==> config.mk <==
export PLATFORM = sky130hd
export DESIGN_NAME = pc_flag_unit
export DESIGN_NICKNAME = d
export VERILOG_FILES = /design/src/rtl/cr16_pkg.sv /design/src/rtl/cond_eval.sv /design/src/rtl/pc_flag_unit.sv
export SDC_FILE = /design/constraint.sdc
export NUM_CORES = 1
export LEC_CHECK = 0
export CAP_MARGIN = 10
export CORE_MARGIN = 1
export CORE_UTILIZATION = 45
export CTS_CLUSTER_DIAMETER = 200
export DETAILED_ROUTE_END_ITERATION = 10
export PLACE_DENSITY = 0.73
export REMOVE_ABC_BUFFERS = 1
export SYNTH_ARGS = -nofsm -noshare
export SYNTH_HDL_FRONTEND = slang
export SYNTH_SLANG_ARGS = --single-unit
==> constraint.sdc <==
create_clock -name clk -period 5.6 [get_ports clk]
set_clock_uncertainty 0.05 [all_clocks]
set_input_delay 0.84 -clock clk [delete_from_list [all_inputs] [get_ports clk]]
set_output_delay 0.84 -clock clk [all_outputs]
set_load 0.03 [all_outputs]
==> src/rtl/cr16_pkg.sv <==
// rtl/cr16_pkg.sv - shared constants for the CR16 PC/flag unit
package cr16_pkg;

    localparam int unsigned CR16_WIDTH = 16;

    // Bit positions inside the PSR {N,Z,F,L,C}
    localparam int unsigned PSR_C = 0;
    localparam int unsigned PSR_L = 1;
    localparam int unsigned PSR_F = 2;
    localparam int unsigned PSR_Z = 3;
    localparam int unsigned PSR_N = 4;

    typedef enum logic [1:0] {
        BT_SEQ   = 2'b00,
        BT_BCOND = 2'b01,
        BT_JCOND = 2'b10,
        BT_JAL   = 2'b11
    } branch_t;

    typedef enum logic [3:0] {
        CC_EQ = 4'b0000,
        CC_NE = 4'b0001,
        CC_CS = 4'b0010,
        CC_CC = 4'b0011,
        CC_HI = 4'b0100,
        CC_LS = 4'b0101,
        CC_GT = 4'b0110,
        CC_LE = 4'b0111,
        CC_FS = 4'b1000,
        CC_FC = 4'b1001,
        CC_LO = 4'b1010,
        CC_HS = 4'b1011,
        CC_LT = 4'b1100,
        CC_GE = 4'b1101,
        CC_UC = 4'b1110,
        CC_NV = 4'b1111
    } cond_t;

endpackage

==> src/rtl/cond_eval.sv <==
// rtl/cond_eval.sv - combinational condition-code evaluation against the PSR
module cond_eval
    import cr16_pkg::*;
(
    input  logic [4:0] psr,
    input  logic [3:0] cond,
    output logic       taken
);

    logic flag_c, flag_l, flag_f, flag_z, flag_n;

    assign flag_c = psr[PSR_C];
    assign flag_l = psr[PSR_L];
    assign flag_f = psr[PSR_F];
    assign flag_z = psr[PSR_Z];
    assign flag_n = psr[PSR_N];

    // Decode the condition code into a single taken bit
    always_comb begin
        taken = 1'b0;
        case (cond_t'(cond))
            CC_EQ: taken = flag_z;
            CC_NE: taken = !flag_z;
            CC_CS: taken = flag_c;
            CC_CC: taken = !flag_c;
            CC_HI: taken = flag_l;
            CC_LS: taken = !flag_l;
            CC_GT: taken = flag_n;
            CC_LE: taken = !flag_n;
            CC_FS: taken = flag_f;
            CC_FC: taken = !flag_f;
            CC_LO: taken = !flag_l && !flag_z;
            CC_HS: taken = flag_l || flag_z;
            CC_LT: taken = !flag_n && !flag_z;
            CC_GE: taken = flag_n || flag_z;
            CC_UC: taken = 1'b1;
            CC_NV: taken = 1'b0;
            default: taken = 1'b0;
        endcase
    end

endmodule

==> src/rtl/pc_flag_unit.sv <==
// rtl/pc_flag_unit.sv - PSR latch, branch resolution and program counter
module pc_flag_unit
    import cr16_pkg::*;
#(
    parameter int unsigned      WIDTH    = CR16_WIDTH,
    parameter logic [WIDTH-1:0] PC_RESET = '0
) (
    input  logic             clk,
    input  logic             reset,
    input  logic             aluCarry,
    input  logic             aluLow,
    input  logic             aluOverflow,
    input  logic             aluZero,
    input  logic             aluNegative,
    input  logic             flagWrite,
    input  logic             pcAdvance,
    input  logic [1:0]       branchType,
    input  logic [3:0]       cond,
    input  logic [7:0]       disp,
    input  logic [WIDTH-1:0] target,
    output logic [WIDTH-1:0] pc,
    output logic [4:0]       psr,
    output logic [WIDTH-1:0] linkAddr,
    output logic             linkValid,
    output logic             redirect
);

    logic [WIDTH-1:0] pc_q, pc_d;
    logic [4:0]       psr_q, psr_d;
    logic [WIDTH-1:0] link_q, link_d;
    logic             link_valid_q, link_valid_d;
    logic             redirect_q, redirect_d;

    logic             taken;
    logic [WIDTH-1:0] pc_seq;
    logic [WIDTH-1:0] disp_ext;

    // The condition always sees the PSR from before this edge, so a
    // same-cycle flagWrite cannot influence the branch it accompanies.
    cond_eval u_cond_eval (
        .psr   (psr_q),
        .cond  (cond),
        .taken (taken)
    );

    assign pc_seq   = pc_q + {{(WIDTH-1){1'b0}}, 1'b1};
    assign disp_ext = {{(WIDTH-8){disp[7]}}, disp};

    // Next-state selection for PSR, PC, link register and the two pulses
    always_comb begin
        psr_d        = psr_q;
        pc_d         = pc_q;
        link_d       = link_q;
        link_valid_d = 1'b0;
        redirect_d   = 1'b0;

        if (flagWrite) begin
            psr_d = {aluNegative, aluZero, aluOverflow, aluLow, aluCarry};
        end

        if (pcAdvance) begin
            case (branch_t'(branchType))
                BT_SEQ: begin
                    pc_d = pc_seq;
                end
                BT_BCOND: begin
                    pc_d       = taken ? (pc_q + disp_ext) : pc_seq;
                    redirect_d = taken;
                end
                BT_JCOND: begin
                    pc_d       = taken ? target : pc_seq;
                    redirect_d = taken;
                end
                BT_JAL: begin
                    pc_d         = target;
                    link_d       = pc_seq;
                    link_valid_d = 1'b1;
                    redirect_d   = 1'b1;
                end
                default: begin
                    pc_d = pc_seq;
                end
            endcase
        end
    end

    // State registers; reset drops any pending pulse immediately
    always_ff @(posedge clk or posedge reset) begin
        if (reset) begin
            pc_q         <= PC_RESET;
            psr_q        <= '0;
            link_q       <= '0;
            link_valid_q <= 1'b0;
            redirect_q   <= 1'b0;
        end else begin
            pc_q         <= pc_d;
            psr_q        <= psr_d;
            link_q       <= link_d;
            link_valid_q <= link_valid_d;
            redirect_q   <= redirect_d;
        end
    end

    assign pc        = pc_q;
    assign psr       = psr_q;
    assign linkAddr  = link_q;
    assign linkValid = link_valid_q;
    assign redirect  = redirect_q;

endmodule

==> flow_metrics.py <==
metrics = {
    "run_status": {
        "outcome": "finished, final reports clean",
    },
    "global_routing": {
        "grt_pass1_vias": 2962,
        "grtUsageTotal_pct": 24.71,
        "grt_pass1_wl_mm": 14.77,
        "grt_max_degree": 40,
        "overflow": 0,
        "antenna_found_initial": 0,
    },
    "setup_path": {
        "startpoint": "disp[7]",
        "cp.arrival_ns": 3.39,
        "end_kind": "flop",
        "cp_top_family": "compound AO/OA/AOI/OAI gates",
        "r2r-start": "pc[0]",
        "endpoint": "pc[13]",
        "slowest_stage": "clkdlybuf4s50_1",
        "start_kind": "input port",
        "slowest_delay_ns": 0.62,
        "cp_num_buf_inv": 1,
        "r2r_slack_ns": 2.95,
        "cp_max_fo": 9,
        "rr_worst_depth": 9,
        "r2r_end": "pc[10]",
        "crit_required_ns": 5.73,
        "crit_chain": "clkdlybuf4s50_1 -> ha_1 -> or4_1 -> o22a_1 -> a221oi_2 -> xnor2_1 -> a221o_1",
        "timing_worst_setup_path_type": "input port to flop",
        "worst-path-stages": 7,
    },
    "pwr": {
        "p_int_mw": 0.8697,
        "p_comb_share_pct": 54.7,
        "p_switching_mw": 0.6961,
        "p_total_mw": 1.566,
        "pwr-share-seq_pct": 29.8,
        "swShare_pct": 44.46,
        "peakVddDrop_uv": 133.2,
        "leakage_nw": 1.731,
        "power.density_nw_per_um2": 369.8,
        "clkPwrFrac_pct": 15.5,
    },
    "timing": {
        "hold_viol_final": 0,
        "setup_tns_ns": 0,
        "period_share_pct": 58.17,
        "worstMarginPinSlew_ns": 0.8158,
        "rsz0062_at_grt": "false",
        "slew-limit-headroom_pct": 45.48,
        "setup_violations": 0,
        "min_period_ns": 3.257,
        "timing.fmax_ghz": 0.3070,
        "slew_viol_final": 0,
        "fin_ws_ns": 2.343,
    },
    "synthesis": {
        "synth.most_common_cell": "nand2_1",
        "ys_seq_area_share_pct": 29.58,
        "synth_top_area_share_pct": 29.58,
        "synth_edf_count": 0,
        "synth_seq_cells": 39,
        "async_reset_ff_share_pct": 100.0,
        "synth_area_leaders": "dfrtp_1, ha_1, nand2_1",
        "syn-cell-area_um2": 3299,
        "synth.distinct_cells": 64,
        "yosys_warnings": 0,
        "synth.avg_cell_area_um2": 8.615,
        "yosys-top-cells-count": "nand2_1, dfrtp_1, o21ai_0",
        "synth_top_flop_cell": "dfrtp_1",
        "yosysTopAreaCell": "dfrtp_1",
        "netlist_instances": 383,
    },
    "clocking": {
        "cts_buffer_depth": 2,
        "h-tree-depth": 2,
        "post_cts.repair.setup_buffers": 0,
        "root_buffer": "clkbuf_8",
        "clk_latency_ns": 0.29,
        "clkTransAtPathRegs_ns": 0.08,
        "cts_tree": "yes",
        "post_cts_resized": 0,
        "cts_buffers": 5,
        "hold_buffers": 0,
        "cts.sinks": 39,
    },
    "die": {
        "io_pins": 78,
        "start_util_pct": 47.51,
        "coreArea_um2": 6944,
        "dieWidth_um": 87.63,
        "die_y_um": 87.63,
        "rows": 30,
        "dieArea_um2": 7678,
    },
    "drt": {
        "drc_errors": 0,
        "wl_mm": 9.296,
        "via_count": 3234,
        "routedWlPerCell_um": 16.99,
        "viasPerCell": 5.912,
        "antenna_left": 0,
        "dr.pass1.iters": 5,
        "first_iter_violations": 244,
    },
    "placement": {
        "pre_cts_ws_ns": 2.080,
        "dpl.hpwl_mm": 6.997,
        "dp.cells": 539,
        "port_buffers": 77,
        "gp_congestion": 0.8872,
    },
    "finish": {
        "fin_cells": 547,
        "antenna_cells": 0,
        "layout-drive-gt1-share_pct": 7.539,
        "final_nets": 510,
        "synthToLayoutAreaGrowth_pct": 28.33,
    },
    "job": {
        "drv_cap": 0,
    },
    "worst_hold_path": {
        "min_path_type": "flop to flop",
    },
}
power by group through the flow:
stage,Combinational [mW],Sequential (mW),Clock [mW]
3_3_place_gp,0.846,0.467,0
4_1_cts,0.854,0.464,0.247
3_5_place_dp,0.850,0.470,0
6_report,0.857,0.466,0.243
2_1_floorplan,0.425,0.578,0
5_1_grt,0.931,0.476,0.259
layout by cell type, fill, tap and decap left out, types with 9 or more instances in the layout:
master	Yosys	final
a21o_1	9	9
xnor2_1	15	15
inv_1	9	9
nand3_1	18	18
nor2b_1	9	9
xor2_1	12	12
nand2_1	48	48
ha_1	20	20
dfrtp_1	39	39
o21ai_0	32	32
nor2_1	16	16
a21oi_1	21	21
clkdlybuf4s50_1	0	77
cells by family after synthesis:
logic type / after synthesis / synth area share (%)
AOI/OAI and AO/OA: 119 / 24.80
xor gates and xnor gates: 29 / 8.495
adders and majority gates: 21 / 8.191
buffers and inverters: 28 / 3.716
DFF: 39 / 29.58
muxes: 13 / 4.247
and+or+nand+nor: 134 / 20.97
worst min path at each step:
stage | from | end | slack (ns) | cells after the start
after floorplan | linkAddr[1] | linkAddr[1] | 0.60 | 2
after detailed placement | linkAddr[4] | linkAddr[4] | 0.42 | 2
after CTS | linkAddr[4] | linkAddr[4] | 0.44 | 2
after global placement | linkAddr[4] | linkAddr[4] | 0.41 | 2
after global routing | linkAddr[13] | linkAddr[13] | 0.46 | 2
final | linkAddr[13] | linkAddr[13] | 0.43 | 2
worst reg2reg max path: stages, from the launching register on:
cell and delay, ns:
dfrtp_1 0.49, ha_1 0.26, fa_1 0.40, a21o_1 0.19, a221o_1 0.36, a31oi_1 0.29, o21ai_0 0.17, xor2_1 0.16
nand2_1 0.07, nand4_1 0.09
flip-flops by register name, indices dropped and copies added, names as in the netlist:
| register | count |
|---|---|
| redirect | 1 |
| pc | 16 |
| psr | 5 |
| linkAddr | 16 |
| linkValid | 1 |
area by class of cell:
class / instances / area, um^2
Clock buffer: 6 / 82.58
Clock inverter: 2 / 35.03
Fill cell: 627 / 2710
Inverter: 9 / 33.78
Multi-Input combinational cell: 316 / 2201
Sequential cell: 39 / 975.9
Tap cell: 96 / 120.1
Timing Repair Buffer: 79 / 785.8
metrics by stage:
stage	util (%)	cell area [um^2]	hold slack, ns
2_1_floorplan	-	3211	0.6012
3_3_place_gp	59.28	4116	0.4122
3_5_place_dp	59.28	4116	0.4184
4_1_cts	60.97	4234	0.4352
5_1_grt	60.97	4234	0.4562
6_report	60.97	4234	0.4328
layer usage:
layer | vias up | GRT usage, % | part of all wire [%]
met2 | 128 | 40.41 | 47
met1 | 1536 | 34.86 | 45
met4 | 0 | 5.067 | 1.1
met3 | 12 | 3.582 | 7.0
met5 | - | 0 | 0
li1 | 1558 | - | -
Note: power is estimated with default switching activity, not from simulation.
